### src/rtl/k_and_s_pkg.sv
// Shared types for the K&S multicycle control unit.
// Instruction classes, ALU op codes and control FSM states.
package k_and_s_pkg;

  typedef enum logic [4:0] {
    I_NOP,
    I_LOAD,
    I_STORE,
    I_MOVE,
    I_ADD,
    I_SUB,
    I_AND,
    I_OR,
    I_XOR,
    I_BRANCH,
    I_BZERO,
    I_BNZERO,
    I_BNEG,
    I_BNNEG,
    I_BOV,
    I_BNOV,
    I_HALT
  } decoded_instruction_type;

  localparam int OP_ADD  = 0;
  localparam int OP_SUB  = 1;
  localparam int OP_AND  = 2;
  localparam int OP_OR   = 3;
  localparam int OP_PASS = 4;
  localparam int OP_XOR  = 5;

  typedef enum logic [2:0] {
    S_FETCH,
    S_DECODE,
    S_EXEC,
    S_MEM_LD,
    S_MEM_ST,
    S_BRANCH,
    S_HALTED
  } ctrl_state_t;

  function automatic int alu_op(decoded_instruction_type i);
    case (i)
      I_SUB:   return OP_SUB;
      I_AND:   return OP_AND;
      I_OR:    return OP_OR;
      I_XOR:   return OP_XOR;
      I_MOVE:  return OP_PASS;
      default: return OP_ADD;
    endcase
  endfunction

endpackage

### src/rtl/ks_control_unit_mc_branch_cond.sv
// Branch condition evaluator: instruction class plus
// registered flags decide whether the branch is taken.
module ks_branch_cond
  import k_and_s_pkg::*;
(
  input  decoded_instruction_type cls,
  input  logic                    zero,
  input  logic                    neg,
  input  logic                    carry,
  output logic                    taken
);

  // Per-class condition table; non-branch classes never take
  always_comb begin
    taken = 1'b0;
    case (cls)
      I_BRANCH: taken = 1'b1;
      I_BZERO:  taken = zero;
      I_BNZERO: taken = !zero;
      I_BNEG:   taken = neg;
      I_BNNEG:  taken = !neg;
      I_BOV:    taken = carry;
      I_BNOV:   taken = !carry;
      default:  taken = 1'b0;
    endcase
  end

endmodule

### src/rtl/ks_control_unit_mc.sv
// Multicycle K&S control FSM with configurable RAM wait states.
// Optional retired-instruction counter: KS_RETIRE_COUNTER_EN.
module ks_control_unit_mc
  import k_and_s_pkg::*;
#(
  parameter int MEM_WAIT = 1,
  parameter int OP_W     = 3,
  parameter int CNT_W    = 32
) (
  input  logic                    clk,
  input  logic                    rst,
  input  decoded_instruction_type decoded_instruction,
  input  logic                    zero_op,
  input  logic                    neg_op,
  input  logic                    unsigned_overflow,
  input  logic                    signed_overflow,
  input  logic                    resume,
  output logic                    branch,
  output logic                    pc_enable,
  output logic                    ir_enable,
  output logic                    addr_sel,
  output logic                    c_sel,
  output logic [OP_W-1:0]         operation,
  output logic                    write_reg_enable,
  output logic                    flags_reg_enable,
  output logic                    ram_write_enable,
`ifdef KS_RETIRE_COUNTER_EN
  output logic [CNT_W-1:0]        retired_count,
`endif
  output logic                    halt
);

  localparam int WCW = 4;
  localparam logic [WCW-1:0] WAIT_INIT = WCW'(MEM_WAIT);

  ctrl_state_t             state;
  ctrl_state_t             state_next;
  logic [WCW-1:0]          cnt;
  decoded_instruction_type instr_q;
  logic                    taken;
  logic                    unused_ok;

  // BOV/BNOV test the carry flag; signed overflow is not consulted
  assign unused_ok = signed_overflow;

  ks_branch_cond u_cond (
    .cls   (instr_q),
    .zero  (zero_op),
    .neg   (neg_op),
    .carry (unsigned_overflow),
    .taken (taken)
  );

  // State register
  always_ff @(posedge clk) begin
    if (rst) state <= S_FETCH;
    else     state <= state_next;
  end

  // Wait counter: reloads on every state change, counts down while held
  always_ff @(posedge clk) begin
    if (rst)
      cnt <= WAIT_INIT;
    else if (state_next != state)
      cnt <= WAIT_INIT;
    else if (cnt != '0)
      cnt <= cnt - 1'b1;
  end

  // Capture the instruction class while decoding for later phases
  always_ff @(posedge clk) begin
    if (rst)                    instr_q <= I_NOP;
    else if (state == S_DECODE) instr_q <= decoded_instruction;
  end

  // Next-state logic
  always_comb begin
    state_next = state;
    unique case (state)
      S_FETCH:
        if (cnt == '0) state_next = S_DECODE;
      S_DECODE:
        case (decoded_instruction)
          I_ADD, I_SUB, I_AND,
          I_OR, I_XOR, I_MOVE:   state_next = S_EXEC;
          I_LOAD:                state_next = S_MEM_LD;
          I_STORE:               state_next = S_MEM_ST;
          I_BRANCH, I_BZERO,
          I_BNZERO, I_BNEG,
          I_BNNEG, I_BOV,
          I_BNOV:                state_next = S_BRANCH;
          I_HALT:                state_next = S_HALTED;
          default:               state_next = S_FETCH;
        endcase
      S_EXEC, S_BRANCH:
        state_next = S_FETCH;
      S_MEM_LD, S_MEM_ST:
        if (cnt == '0) state_next = S_FETCH;
      S_HALTED:
        if (resume) state_next = S_FETCH;
      default:
        state_next = S_FETCH;
    endcase
  end

  // Moore output decode; everything held low during reset
  always_comb begin
    branch           = 1'b0;
    pc_enable        = 1'b0;
    ir_enable        = 1'b0;
    addr_sel         = 1'b0;
    c_sel            = 1'b0;
    operation        = '0;
    write_reg_enable = 1'b0;
    flags_reg_enable = 1'b0;
    ram_write_enable = 1'b0;
    halt             = 1'b0;
    if (!rst) begin
      unique case (state)
        S_FETCH: begin
          addr_sel = 1'b1;
          if (cnt == '0) begin
            ir_enable = 1'b1;
            pc_enable = 1'b1;
          end
        end
        S_EXEC: begin
          operation        = OP_W'(alu_op(instr_q));
          write_reg_enable = 1'b1;
          flags_reg_enable = (instr_q != I_MOVE);
        end
        S_MEM_LD: begin
          if (cnt == '0) begin
            c_sel            = 1'b1;
            write_reg_enable = 1'b1;
          end
        end
        S_MEM_ST:
          ram_write_enable = 1'b1;
        S_BRANCH: begin
          branch    = taken;
          pc_enable = taken;
        end
        S_HALTED:
          halt = 1'b1;
        default: ;
      endcase
    end
  end

`ifdef KS_RETIRE_COUNTER_EN
  logic [CNT_W-1:0] ret_q;
  logic             retire;

  assign retire = (state_next == S_FETCH) &&
                  (state != S_FETCH) &&
                  (state != S_HALTED);

  // Retired-instruction counter, wraps naturally
  always_ff @(posedge clk) begin
    if (rst)         ret_q <= '0;
    else if (retire) ret_q <= ret_q + 1'b1;
  end

  assign retired_count = rst ? '0 : ret_q;
`endif

endmodule

### config.mk
export PLATFORM = sky130hd
export DESIGN_NAME = ks_control_unit_mc
export DESIGN_NICKNAME = d
export VERILOG_FILES = /design/src/rtl/k_and_s_pkg.sv /design/src/rtl/ks_control_unit_mc_branch_cond.sv /design/src/rtl/ks_control_unit_mc.sv
export SDC_FILE = /design/constraint.sdc
export NUM_CORES = 1
export LEC_CHECK = 0
export CAP_MARGIN = 20
export CORE_MARGIN = 10
export CORE_UTILIZATION = 55
export DETAILED_ROUTE_END_ITERATION = 7
export DONT_BUFFER_PORTS = 1
export PLACE_DENSITY = 0.74
export SLEW_MARGIN = 20
export SYNTH_ARGS = -nofsm -noshare
export SYNTH_HDL_FRONTEND = slang
export SYNTH_SLANG_ARGS = --single-unit
### constraint.sdc
create_clock -name clk -period 2.55 [get_ports clk]
set_input_delay 0 -clock clk [delete_from_list [all_inputs] [get_ports clk]]
set_output_delay 0 -clock clk [all_outputs]
set_load 0.005 [all_outputs]
Word level (Yosys, flattened, before mapping) --
Memory sizes are Yosys's and may differ from the RTL's. Cells that the tools add are included.
Operators by class: reduce and logical (&&, ||, !) cells 8, mux-type cells 27, add/sub/neg operators 1, equal/unequal tests 20
Operator list (number):
- == test 5 x 4 -> 1 bit (second input constant) | 8
- 2-to-1 mux 1 bit | 17
- == test 5 x 3 -> 1 bit (second input constant) | 3
- 2-to-1 mux 3 bit | 5
- one-hot mux 3 bit (5 select lines) | 1
- one-hot mux 3 bit (4 select lines) | 1
- == test 3 bit (second input constant) | 3
- one-hot mux 1 bit (7 select lines) | 1
- == test 3 x 2 -> 1 bit (second input constant) | 2
- == test 5 x 2 -> 1 bit (second input constant) | 1
- inequality test 5 x 2 -> 1 bit (second input constant) | 1
- zero test 4 bit | 1
- one-hot mux 1 bit (2 select lines) | 2
- nonzero test 4 bit | 1
- OR reduction 2 bit | 2
- subtractor 4 x 1 -> 4 bit (second input constant) | 1
- == test 3 x 1 -> 1 bit (second input constant) | 1
- zero test 1 bit | 3
- zero test 3 bit | 1
- inequality test 3 bit | 1
Storage, ports and cells: ROM bits 96, input port bits 12, logic and storage cells 60, register bits 12, memories kept 1
Memory list:
- (no name shown) | depth 32, bits a word 3, rd ports 1, clocked after memory_dff 0, write ports 0, RTL line ks_control_unit_mc.sv:83 | case (decoded_instruction)

Depth between registers and ports, before layout --
Gate-level depths: netlist (run 1).
depth after elaboration 5, mapped depth 6

Modules after synthesis --
From an unflattened synthesis (run 1), not the netlist that was laid out.
Second synthesis, totals: cells, all modules 127, area total of the unflattened synthesis 912.1 sq um
Modules (own cells, without submodules):
- ks_control_unit_mc | seq. area each 240.2 sq um, instances 1, area each 848.3 sq um, cells each 118
- ks_branch_cond | seq. area each 0.0 sq um, instances 1, area each 63.8 sq um, cells each 9

Least setup slack after synthesis (run 1) --
OpenSTA, ideal clock, no wires.
kind reg-to-reg, from reg cnt[0], to reg cnt[0], path slack 0.777 ns, arrival time 1.654 ns, data required time 2.430 ns, cell stages (with the launch flop) 7, path through dfxtp_1 inv_1 ha_1 nor3b_2 o221a_1 a2111o_1 a211o_1
Between the ends: longest elaborated chain between the ends 5, elaborated cells between the ends (all ways) 8
RTL lines:
- start, declared | RTL line ks_control_unit_mc.sv:38 | logic [WCW-1:0] cnt;
- start signal, assigned | RTL line ks_control_unit_mc.sv:67 | cnt <= cnt - 1'b1;
- zero test 4 bit | RTL line ks_control_unit_mc.sv:81, ks_control_unit_mc.sv:98
- 2-to-1 mux 3 bit, on equally long branches | RTL line ks_control_unit_mc.sv:98, ks_control_unit_mc.sv:81
- one-hot mux 3 bit (4 select lines) | RTL line ks_control_unit_mc.sv:79 | unique case (state)
- inequality test 3 bit | RTL line ks_control_unit_mc.sv:64 | else if (state_next != state)
- OR reduction 2 bit (no source line)
Parallel ways exist; a longest one is shown, timed or not. A chain may end at the register's enable or synchronous reset.

Worst setup path in the final report (run 1) --
from reg cnt[0], to out write_reg_enable
Between the ends: longest elaborated chain between the ends 4
RTL lines:
- zero test 4 bit | RTL line ks_control_unit_mc.sv:133 | if (cnt == '0) begin
- 2-to-1 mux 1 bit | RTL line ks_control_unit_mc.sv:133
- one-hot mux 1 bit (2 select lines) | RTL line ks_control_unit_mc.sv:119 | unique case (state)
- 2-to-1 mux 1 bit | RTL line ks_control_unit_mc.sv:118 | if (!rst) begin
- end, declared | RTL line ks_control_unit_mc.sv:24 | output logic write_reg_enable,
Every way passes these cells.

==> results of run 1 <==
[metal layers]
metal  vias to the layer above  track usage (%)  routed length, um
met4                         0             4.70                 25
met2                        34             20.4               1080
met3                         6             5.85                212
li1                        448                -                  -
met5                         -                0                  0
met1                       427             14.3                930
[worst max-delay path: stages, from the launching register on]
cell	delay [ns]
dfxtp_1	0.34
inv_1	0.06
ha_1	0.20
or3b_2	0.52
a2111oi_0	0.62
[path summary, 6_finish.rpt]
| kind | slack (ns) | from | end | cells past startpoint |
|---|---|---|---|---|
| worst min-delay path | 0.04 | decoded_instruction[3] | state[2] | 3 |
| worst max register to register | 0.61 | state[0] | instr_q[3] | 5 |
| worst max-delay path | 0.53 | cnt[0] | write_reg_enable | 4 |
| worst min register to register | 0.51 | instr_q[4] | instr_q[4] | 2 |
[final cells by class]
class | instances | area, um^2
Fill cell | 145 | 556
Clock buffer | 4 | 36.3
Inverter | 6 | 22.5
Sequential cell | 12 | 240
Timing Repair Buffer | 8 | 77.6
Multi-Input combinational cell | 94 | 589
Tap cell | 16 | 20.0
[synth_stat cells, types with 2 or more instances]
| cell type | n |
|---|---|
| a2111o_1 | 2 |
| o21ai_0 | 7 |
| inv_1 | 6 |
| or3_2 | 2 |
| mux2i_1 | 3 |
| nand2b_1 | 4 |
| a211oi_1 | 3 |
| nor3_1 | 6 |
| nor4_1 | 3 |
| a21oi_1 | 11 |
| nor2_1 | 14 |
| dfxtp_1 | 12 |
| o31ai_1 | 2 |
| a211o_1 | 2 |
| xnor2_1 | 3 |
| a31oi_1 | 2 |
| nand2_1 | 10 |
| clkbuf_1 | 4 |
| buf_6 | 3 |
[cells by family after synthesis]
logic type | Yosys count | synth area share, %
AND/OR/NAND/NOR | 50 | 29.1
XOR/XNOR | 3 | 2.87
adder cells (fa/ha/maj) | 1 | 1.37
AO/OA/AOI/OAI | 36 | 26.5
flip-flops | 12 | 26.3
multiplexers | 4 | 4.51
buffers and inverters | 14 | 9.30
[repair_timing]
item                                   in CTS  in global routing
resized for setup                           0                  0
endpoints found under the hold margin      11                  0
hold buffers                                7                  0
[sequential cells by signal, summed over array words and instances (netlist names)]
register  cells
state         3
instr_q       5
cnt           4
[per-stage QoR]
step,setup slack (ns),power (mW),area [um^2],hold WS (ns),cells
3_3_place_gp,0.704,0.660,880,0.0439,129
4_1_cts,0.502,0.845,986,0.0332,140
5_1_grt,0.357,0.911,986,0.0393,140
6_report,0.529,0.845,986,0.0400,140
3_5_place_dp,0.661,0.672,880,0.0445,129
2_1_floorplan,0.777,0.640,915,0.0375,120
[where the power goes]
group	leakage, nW	total (mW)	switching [mW]	internal [mW]
Clock	0.0210	0.156	0.0692	0.0869
Combinational	0.229	0.379	0.206	0.173
Sequential	0.0978	0.310	0.0739	0.236
==> results.yml, run 1 <==
cells_and_area:
  n_antenna_cell: 0
  finalNetCount: 138
  final_common_cell: "nor2_1"
  drive_gt1_share_pct: 12.1
  final_util_pct: 64.0
  area_growth_pct: 7.80
  final_cell_mix: "nor2_1, dfxtp_1, a21oi_1"
clock_network:
  post_cts_buffers: 0
  cts_num_sinks: 12
  clockRootBuffer: "clkbuf_4"
  clkLatencyLatePin_ns: 0.28
  cts_buffers: 3
  clock_path_buffers: 2
  htreeDepth: 1
  cts_tree: "done"
  clk_pin_slew_ns: 0.08
worst_setup_path:
  critical_path_class: "flip-flop to primary output"
  end_kind: "primary output"
  required_ns: 2.55
  cp-start-kind: "flip-flop"
  worstPathArrival_ns: 2.02
  critical_path.max_fanout: 5
floorplanning:
  fp.dieW_um: 60.8
  die_height_um: 60.8
  die_area_um2: 3690
  start_util_pct: 59.3
  fp.coreArea_um2: 1540
  top_level_ports: 24
  row_count: 14
synthesis:
  synth.area.top_cells: "dfxtp_1, a21oi_1, nor2_1, nand2_1, o21ai_0"
  synth_cell_types: 40
  synth_area_leader_cell: "dfxtp_1"
  syn_area_um2: 915
  synth_top_area_share_pct: 26.3
  synth_nets: 133
  async_reset_ff_share_pct: 0
  ys_ff_latch: 12
  yosys_warnings: 0
  syn_inst: 120
  synth_edf_count: 0
  ys.flop_type: "dfxtp_1"
  avgSynthCellArea_um2: 7.62
  ys_seq_area_share_pct: 26.3
status:
  status: "complete, no violations"
placed_design:
  port_buffers: 0
  gp_congestion: 0.760
  dpl.hpwl_mm: 1.64
drt:
  viasPerCell: 6.54
  dr.pass1.iters: 4
  drt_iter0_drc: 22
  drc_errors: 0
  num_vias: 915
  wirelength_mm: 2.25
  final_antenna_net_count: 0
  routedWlPerCell_um: 16.1
worst_hold_path:
  min_path_type: "input port to flip-flop"
power_and_ir_drop:
  p_leak_nw: 0.347
  power_density_nw_per_um2: 857
  irDropWorstVdd_mv: 0.481
global_route:
  grt_pass1_vias: 794
  grt_start_max_net_pins: 13
  grt-ovfl-total: 0
  antenna_found_initial: 0
  grt_pass1_wl_mm: 3.65
  grt_usage_pct: 12.7
timing:
  finalHoldViolCount: 0
  rsz0062_at_grt: "false"
  fin_tns_setup_ns: 0
  fmax_mhz: 495
  setup_viol: 0
  fin_skew_ns: 0.00284
  finalCriticalPeriod_ns: 2.02
  worst_slew_pin_slew_ns: 0.620
  finalMaxSlewViolations: 0
  fin_crit_sh_pct: 79.3
  slew_headroom_pct: 57.6
run:
  cap_violations: 0
(Power assumes the default switching activity.)
==> inputs of run 2 (changes only) <==
--- a/config.mk
+++ b/config.mk
@@ -5,12 +5,13 @@
 export SDC_FILE = /design/constraint.sdc
 export NUM_CORES = 1
 export LEC_CHECK = 0
+export ABC_AREA = 1
 export CAP_MARGIN = 20
 export CORE_MARGIN = 10
-export CORE_UTILIZATION = 55
+export CORE_UTILIZATION = 54
 export DETAILED_ROUTE_END_ITERATION = 7
 export DONT_BUFFER_PORTS = 1
-export PLACE_DENSITY = 0.74
+export PLACE_DENSITY = 0.76
 export SLEW_MARGIN = 20
 export SYNTH_ARGS = -nofsm -noshare
 export SYNTH_HDL_FRONTEND = slang
==> constraint.sdc (replaced) <==
create_clock -name clk -period 1.7 [get_ports clk]
set_input_delay 0 -clock clk [delete_from_list [all_inputs] [get_ports clk]]
set_output_delay 0 -clock clk [all_outputs]
set_load 0.005 [all_outputs]
==> run 2 against run 1 <==
Against the previous run: the run now ends with hold timing left; sequential power rose by 39%; largest cell class unchanged; synthesized cell count is 13% higher; utilization fell by 1.0 points; combinational power rose by 44%; largest power group unchanged; global-route usage fell by 0.81 points; clock power rose by 13%.
==> results.yml, run 2 <==
status:
  status: "finished with violations"
  violations: "hold timing"
synthesis:
  ys_seq_area_share_pct: 28.8
  synth_cell_types: 23
  yosysMostFrequentCell: "nor2_1"
  syn_inst: 136
  syn_area_um2: 835
  async_reset_ff_share_pct: 0
  ys.flop_type: "dfxtp_1"
  avgSynthCellArea_um2: 6.14
  synth_area_leader_cell: "dfxtp_1"
  synth-simple-area-share_pct: 41.7
  synth_compound_area_share_pct: 12.9
  ys_ff_latch: 12
  synthXorXnorAreaFrac_pct: 2.10
  synth_top_family_by_area: "simple AND/OR/NAND/NOR gates"
  synth_top_area_share_pct: 28.8
  synth.area.top_cells: "dfxtp_1, nor2_1, inv_1, nand2_1, nand3_1"
  synth_edf_count: 0
  yosys_warnings: 0
  muxShareOfSynthArea_pct: 1.20
  synthTopCellsByCount: "nor2_1, inv_1, nand2_1"
  synth_nets: 149
  synth_fa_ha_area_share_pct: 1.50
cells_and_area:
  area_growth_pct: 12.3
  regMostFlops: "instr_q"
  reg_top3: "instr_q: 5 flops, cnt: 4 flops, state: 3 flops"
  final_common_cell: "nor2_1"
  n_antenna_cell: 0
  largest_reg_flops: 5
  drive_gt1_share_pct: 9.15
  finalNetCount: 157
  final_cell_mix: "nor2_1, inv_1, nand2_1"
  stdcell_area_um2: 937
worst_setup_path:
  end_kind: "flip-flop"
  r2r_cells: 10
  max_stage_delay_ns: 0.30
  r2r_slack_ns: 0.17
  critical_path.max_fanout: 7
  path_cells: "inv_1 > ha_2 > nand3_4 > nand2_1 > o21ai_0 > inv_1 > nand3_1 > nand2_1 > nand3_2 > nor2_1"
  rr_endpoint: "cnt[1]"
  required_ns: 1.91
  critical_path_class: "flip-flop to flip-flop"
  worst_path_max_delay_cell: "dfxtp_1"
  cp-start-kind: "flip-flop"
  reg2reg_from: "cnt[0]"
  worstPathArrival_ns: 1.74
worst_hold_path:
  min_path_cells: 3
  min_to: "state[1]"
  holdCritStartpoint: "resume"
  min_path_type: "input port to flip-flop"
placed_design:
  dpl.hpwl_mm: 1.59
  dpl_cell_area_um2: 842
  port_buffers: 0
  gp_congestion: 0.799
  post-place-ws_ns: 0.134
floorplanning:
  fp.dieW_um: 59.3
  row_count: 14
  die_height_um: 59.3
  die_area_um2: 3520
  top_level_ports: 24
  start_util_pct: 56.1
  fp.coreArea_um2: 1490
global_route:
  grt_pass1_wl_mm: 3.41
  grt_pass1_vias: 796
  grt_usage_pct: 11.9
  antenna_found_initial: 0
  grt-ovfl-total: 0
  grt_start_max_net_pins: 10
timing:
  worst_slew_pin_slew_ns: 0.374
  fin_crit_sh_pct: 89.9
  setup_ws_ns: 0.172
  finalCriticalPeriod_ns: 1.53
  slew_headroom_pct: 75.0
  fmax_mhz: 655
  hold_slack_ns: -0.00335
  finalHoldViolCount: 1
  fin_skew_ns: 0.000531
  finalMaxSlewViolations: 0
  rsz0062_at_grt: "false"
  fin_tns_setup_ns: 0
  setup_viol: 0
power_and_ir_drop:
  power_switching_mw: 0.512
  p_leak_nw: 0.415
  p_seq_share_pct: 37.4
  clockPowerShare_pct: 15.3
  combPwrFrac_pct: 47.3
  swShare_pct: 44.5
  power_density_nw_per_um2: 1230
  total_power_mw: 1.15
  internal-power_mw: 0.638
  irDropWorstVdd_mv: 0.702
drt:
  num_vias: 889
  wirelength_mm: 2.12
  viasPerCell: 5.63
  drc_errors: 0
  dr.pass1.iters: 4
  final_antenna_net_count: 0
  routedWlPerCell_um: 13.4
  drt_iter0_drc: 29
run:
  cap_violations: 0
clock_network:
  clockRootBuffer: "clkbuf_4"
  htreeDepth: 1
  cts_tree: "done"
  clock_path_buffers: 2
  cts_num_sinks: 12
  clkLatencyLatePin_ns: 0.27
  post_cts_buffers: 0
  cts_buffers: 3
  clk_pin_slew_ns: 0.07
-- run 2: stage by stage --
stage,hold slack [ns],instances,util [%]
4_1_cts,0.00693,158,62.1
3_5_place_dp,0.0410,149,56.6
5_1_grt,0.0340,158,62.9
2_1_floorplan,0.158,136,-
3_3_place_gp,0.0413,149,56.6
6_report,-0.00335,158,62.9
-- run 2: worst max-delay path, delay by kind of cell (launching register included) --
family	cells	cell delay [ns]
AND/OR/NAND/NOR	6	0.64
flip-flops	1	0.30
adder cells (fa/ha/maj)	1	0.24
buffers and inverters	2	0.22
AO/OA/AOI/OAI	1	0.08
-- run 2: timing repair --
item                                   CTS  global route
endpoints found under the hold margin   12             0
setup endpoints to repair                0             5
hold buffers                             6             0
gates resized for setup                  0             4
-- run 2: power by group through the flow --
stage | registers (mW) | clock network, mW | logic (mW)
3_5_place_dp | 0.436 | 0 | 0.496
5_1_grt | 0.447 | 0.189 | 0.624
6_report | 0.431 | 0.176 | 0.544
4_1_cts | 0.431 | 0.174 | 0.514
3_3_place_gp | 0.432 | 0 | 0.480
2_1_floorplan | 0.411 | 0 | 0.433
-- run 2: area by class of cell --
| type | count | area, um^2 |
|---|---|---|
| repair buffers | 6 | 60.1 |
| fillers | 143 | 552 |
| clock buffers | 3 | 22.5 |
| inverters | 23 | 86.3 |
| well taps | 16 | 20.0 |
| flip-flops and latches | 12 | 240 |
| multi-input cells | 98 | 508 |
-- run 2: cell families after synthesis --
family / after synthesis
AO/OA/AOI/OAI: 18
multiplexers: 1
AND/OR/NAND/NOR: 76
adder cells (fa/ha/maj): 1
XOR/XNOR: 2
buffers and inverters: 26
flip-flops: 12
-- run 2: how the worst max path moves through the flow --
stage | from | endpoint | slack, ns | cells past startpoint
2_1_floorplan | cnt[0] | cnt[1] | 0.35 | 10
3_3_place_gp | cnt[0] | cnt[2] | 0.18 | 10
3_5_place_dp | cnt[0] | cnt[3] | 0.13 | 10
4_1_cts | cnt[0] | cnt[1] | 0.11 | 10
5_1_grt | cnt[0] | cnt[1] | 0.01 | 10
6_report | cnt[0] | cnt[1] | 0.17 | 10
-- run 2: routing by layer --
layer | global-route usage, % | part of all wire [%] | wire, um | vias up
li1 | - | - | - | 456
met1 | 14.3 | 41 | 878 | 381
met2 | 18.9 | 45 | 956 | 45
met3 | 4.29 | 12 | 247 | 7
met4 | 3.93 | 1.6 | 34 | 0
met5 | 0 | 0 | 0 | -
==> inputs of run 3 (changes only) <==
--- a/config.mk
+++ b/config.mk
@@ -5,14 +5,14 @@
 export SDC_FILE = /design/constraint.sdc
 export NUM_CORES = 1
 export LEC_CHECK = 0
-export ABC_AREA = 1
 export CAP_MARGIN = 20
 export CORE_MARGIN = 10
-export CORE_UTILIZATION = 54
+export CORE_UTILIZATION = 55
 export DETAILED_ROUTE_END_ITERATION = 7
 export DONT_BUFFER_PORTS = 1
-export PLACE_DENSITY = 0.76
+export PLACE_DENSITY = 0.77
 export SLEW_MARGIN = 20
 export SYNTH_ARGS = -nofsm -noshare
 export SYNTH_HDL_FRONTEND = slang
 export SYNTH_SLANG_ARGS = --single-unit
+export TNS_END_PERCENT = 100
==> run 3 against run 2 <==
Against the previous run: total power up 38%; utilization up 12 points; the flow now finishes without violations; via count up 12%; clock power up 34%; critical path depth down 4; global-route usage up 3.3 points; critical endpoint is now cnt[3]; sequential power up 8.1%; combinational power up 64%; sequential share of layout area down 4.3 points; first-iteration DRC count up 55%.
==> results.yml, run 3 (synthesized netlist as in run 1, its figures left out) <==
status:
  status: "complete, no violations"
floorplanning:
  die_area_um2: 3690
  die_height_um: 60.8
  start_util_pct: 59.3
  fp.coreArea_um2: 1540
  top_level_ports: 24
  row_count: 14
  fp.dieW_um: 60.8
worst_hold_path:
  min_path_type: "input port to flip-flop"
  holdCritStartpoint: "decoded_instruction[3]"
clock_network:
  cts_buffers: 3
  htreeDepth: 1
  clk_pin_slew_ns: 0.08
  cts_tree: "done"
  clock_path_buffers: 2
  cts_num_sinks: 12
  clkLatencyLatePin_ns: 0.28
  clockRootBuffer: "clkbuf_4"
cells_and_area:
  n_antenna_cell: 0
  final_common_cell: "nor2_1"
  multi_input_area_um2: 664
  largest_reg_flops: 5
  drive_gt1_share_pct: 30.1
  area_growth_pct: 27.1
  fillers: 115
  final_util_pct: 75.4
  finalNetCount: 150
  stdcell_area_um2: 1160
  final_cell_mix: "nor2_1, buf_4, a21oi_1"
  seqCellArea_um2: 248
  reg_top3: "instr_q: 5 flops, cnt: 4 flops, state: 3 flops"
  regMostFlops: "instr_q"
worst_setup_path:
  required_ns: 1.89
  worstPathArrival_ns: 1.88
  crit_path_start: "cnt[0]"
  critical_path_class: "flip-flop to flip-flop"
  end_kind: "flip-flop"
  reg2reg_from: "cnt[0]"
  cp-start-kind: "flip-flop"
  critical_path.max_fanout: 4
drt:
  drt_iter0_drc: 45
  wirelength_mm: 2.80
  final_antenna_net_count: 0
  viasPerCell: 6.54
  drc_errors: 0
  dr.pass1.iters: 4
  num_vias: 994
  routedWlPerCell_um: 18.4
placed_design:
  port_buffers: 0
  gp_congestion: 0.891
  post-place-ws_ns: -0.00803
  dpl.hpwl_mm: 1.79
  dpl_cell_area_um2: 972
timing:
  setup_viol: 0
  fmax_mhz: 590
  finalMaxSlewViolations: 0
  fin_crit_sh_pct: 99.7
  finalCriticalPeriod_ns: 1.69
  worst_slew_pin_slew_ns: 0.361
  rsz0062_at_grt: "true"
  fin_skew_ns: 0.00238
  finalHoldViolCount: 0
  setup_ws_ns: 0.00565
  hold_slack_ns: 0.0413
  slew_headroom_pct: 75.9
global_route:
  antenna_found_initial: 0
  grt_usage_pct: 15.2
  grt-ovfl-total: 0
  grt_pass1_wl_mm: 4.33
  grt_pass1_vias: 971
  grt_start_max_net_pins: 20
run:
  cap_violations: 0
power_and_ir_drop:
  combPwrFrac_pct: 56.0
  power_switching_mw: 0.663
  internal-power_mw: 0.929
  power_density_nw_per_um2: 1370
  swShare_pct: 41.6
  total_power_mw: 1.59
  clockPowerShare_pct: 14.8
  p_leak_nw: 0.415
  p_seq_share_pct: 29.3
  irDropWorstVdd_mv: 0.896
run 3: cell types whose count changed in the layout (fill, tap and decap cells not counted), moves of 4 or more:
cell	before	now
buf_4	0	12
nand2b_1	0	4
nand2_1	21	10
dfxtp_1	12	8
inv_1	23	4
nand3_1	14	1
nor2_1	26	13
a21oi_1	6	11
run 3: cell type report:
type / count / area share [%]
clock buffer: 4 / 3.12
inverter: 6 / 1.94
multi-input combinational: 94 / 57.2
sequential: 12 / 21.3
tap: 16 / 1.72
timing repair buffer: 20 / 14.7
run 3: metal layers:
metal	share of wire [%]	wire length [um]	track usage, %
met4	2.4	66	7.52
met5	0	0	0
met3	9.7	273	5.22
met1	41	1160	16.8
met2	46	1300	25.2
run 3: power groups by stage:
stage               Clock [mW]  Combinational, mW  Sequential [mW]
floorplan                    0              0.566            0.416
global placement             0              0.683            0.449
detailed placement           0              0.712            0.453
CTS                      0.238              0.798            0.451
global route             0.252              0.961            0.480
finish                   0.235              0.891            0.466
run 3: metrics by stage:
| stage | TNS, ns | std cells |
|---|---|---|
| 2_1_floorplan | 0 | 120 |
| 3_3_place_gp | 0 | 140 |
| 3_5_place_dp | -0.0155 | 140 |
| 4_1_cts | -0.00114 | 152 |
| 5_1_grt | -0.161 | 152 |
| 6_report | 0 | 152 |
run 3: path summary, 6_finish.rpt:
kind                endpoint  slack [ns]  cells past startpoint
hold reg to reg   instr_q[1]        0.53                      2
setup reg to reg      cnt[3]       0.006                      6
hold / removal      state[2]        0.04                      3
setup / recovery      cnt[3]       0.006                      6
run 3: timing repair:
item                                    in CTS  in global routing
endpoints found under the hold margin       11                  0
buffers inserted                             1                  0
pin swaps                                    3                  2
endpoints found under the setup margin       8                  9
hold buffers                                 7                  0
resized for setup                            7                 13
gates cloned                                 0                  0
run 3: worst max-delay path: stages (launching register included):
cell and delay (ns):
dfxtp_2 0.36, inv_2 0.05, ha_4 0.15, nor3b_4 0.15
o221a_1 0.21, a2111o_1 0.41, a211oi_1 0.27
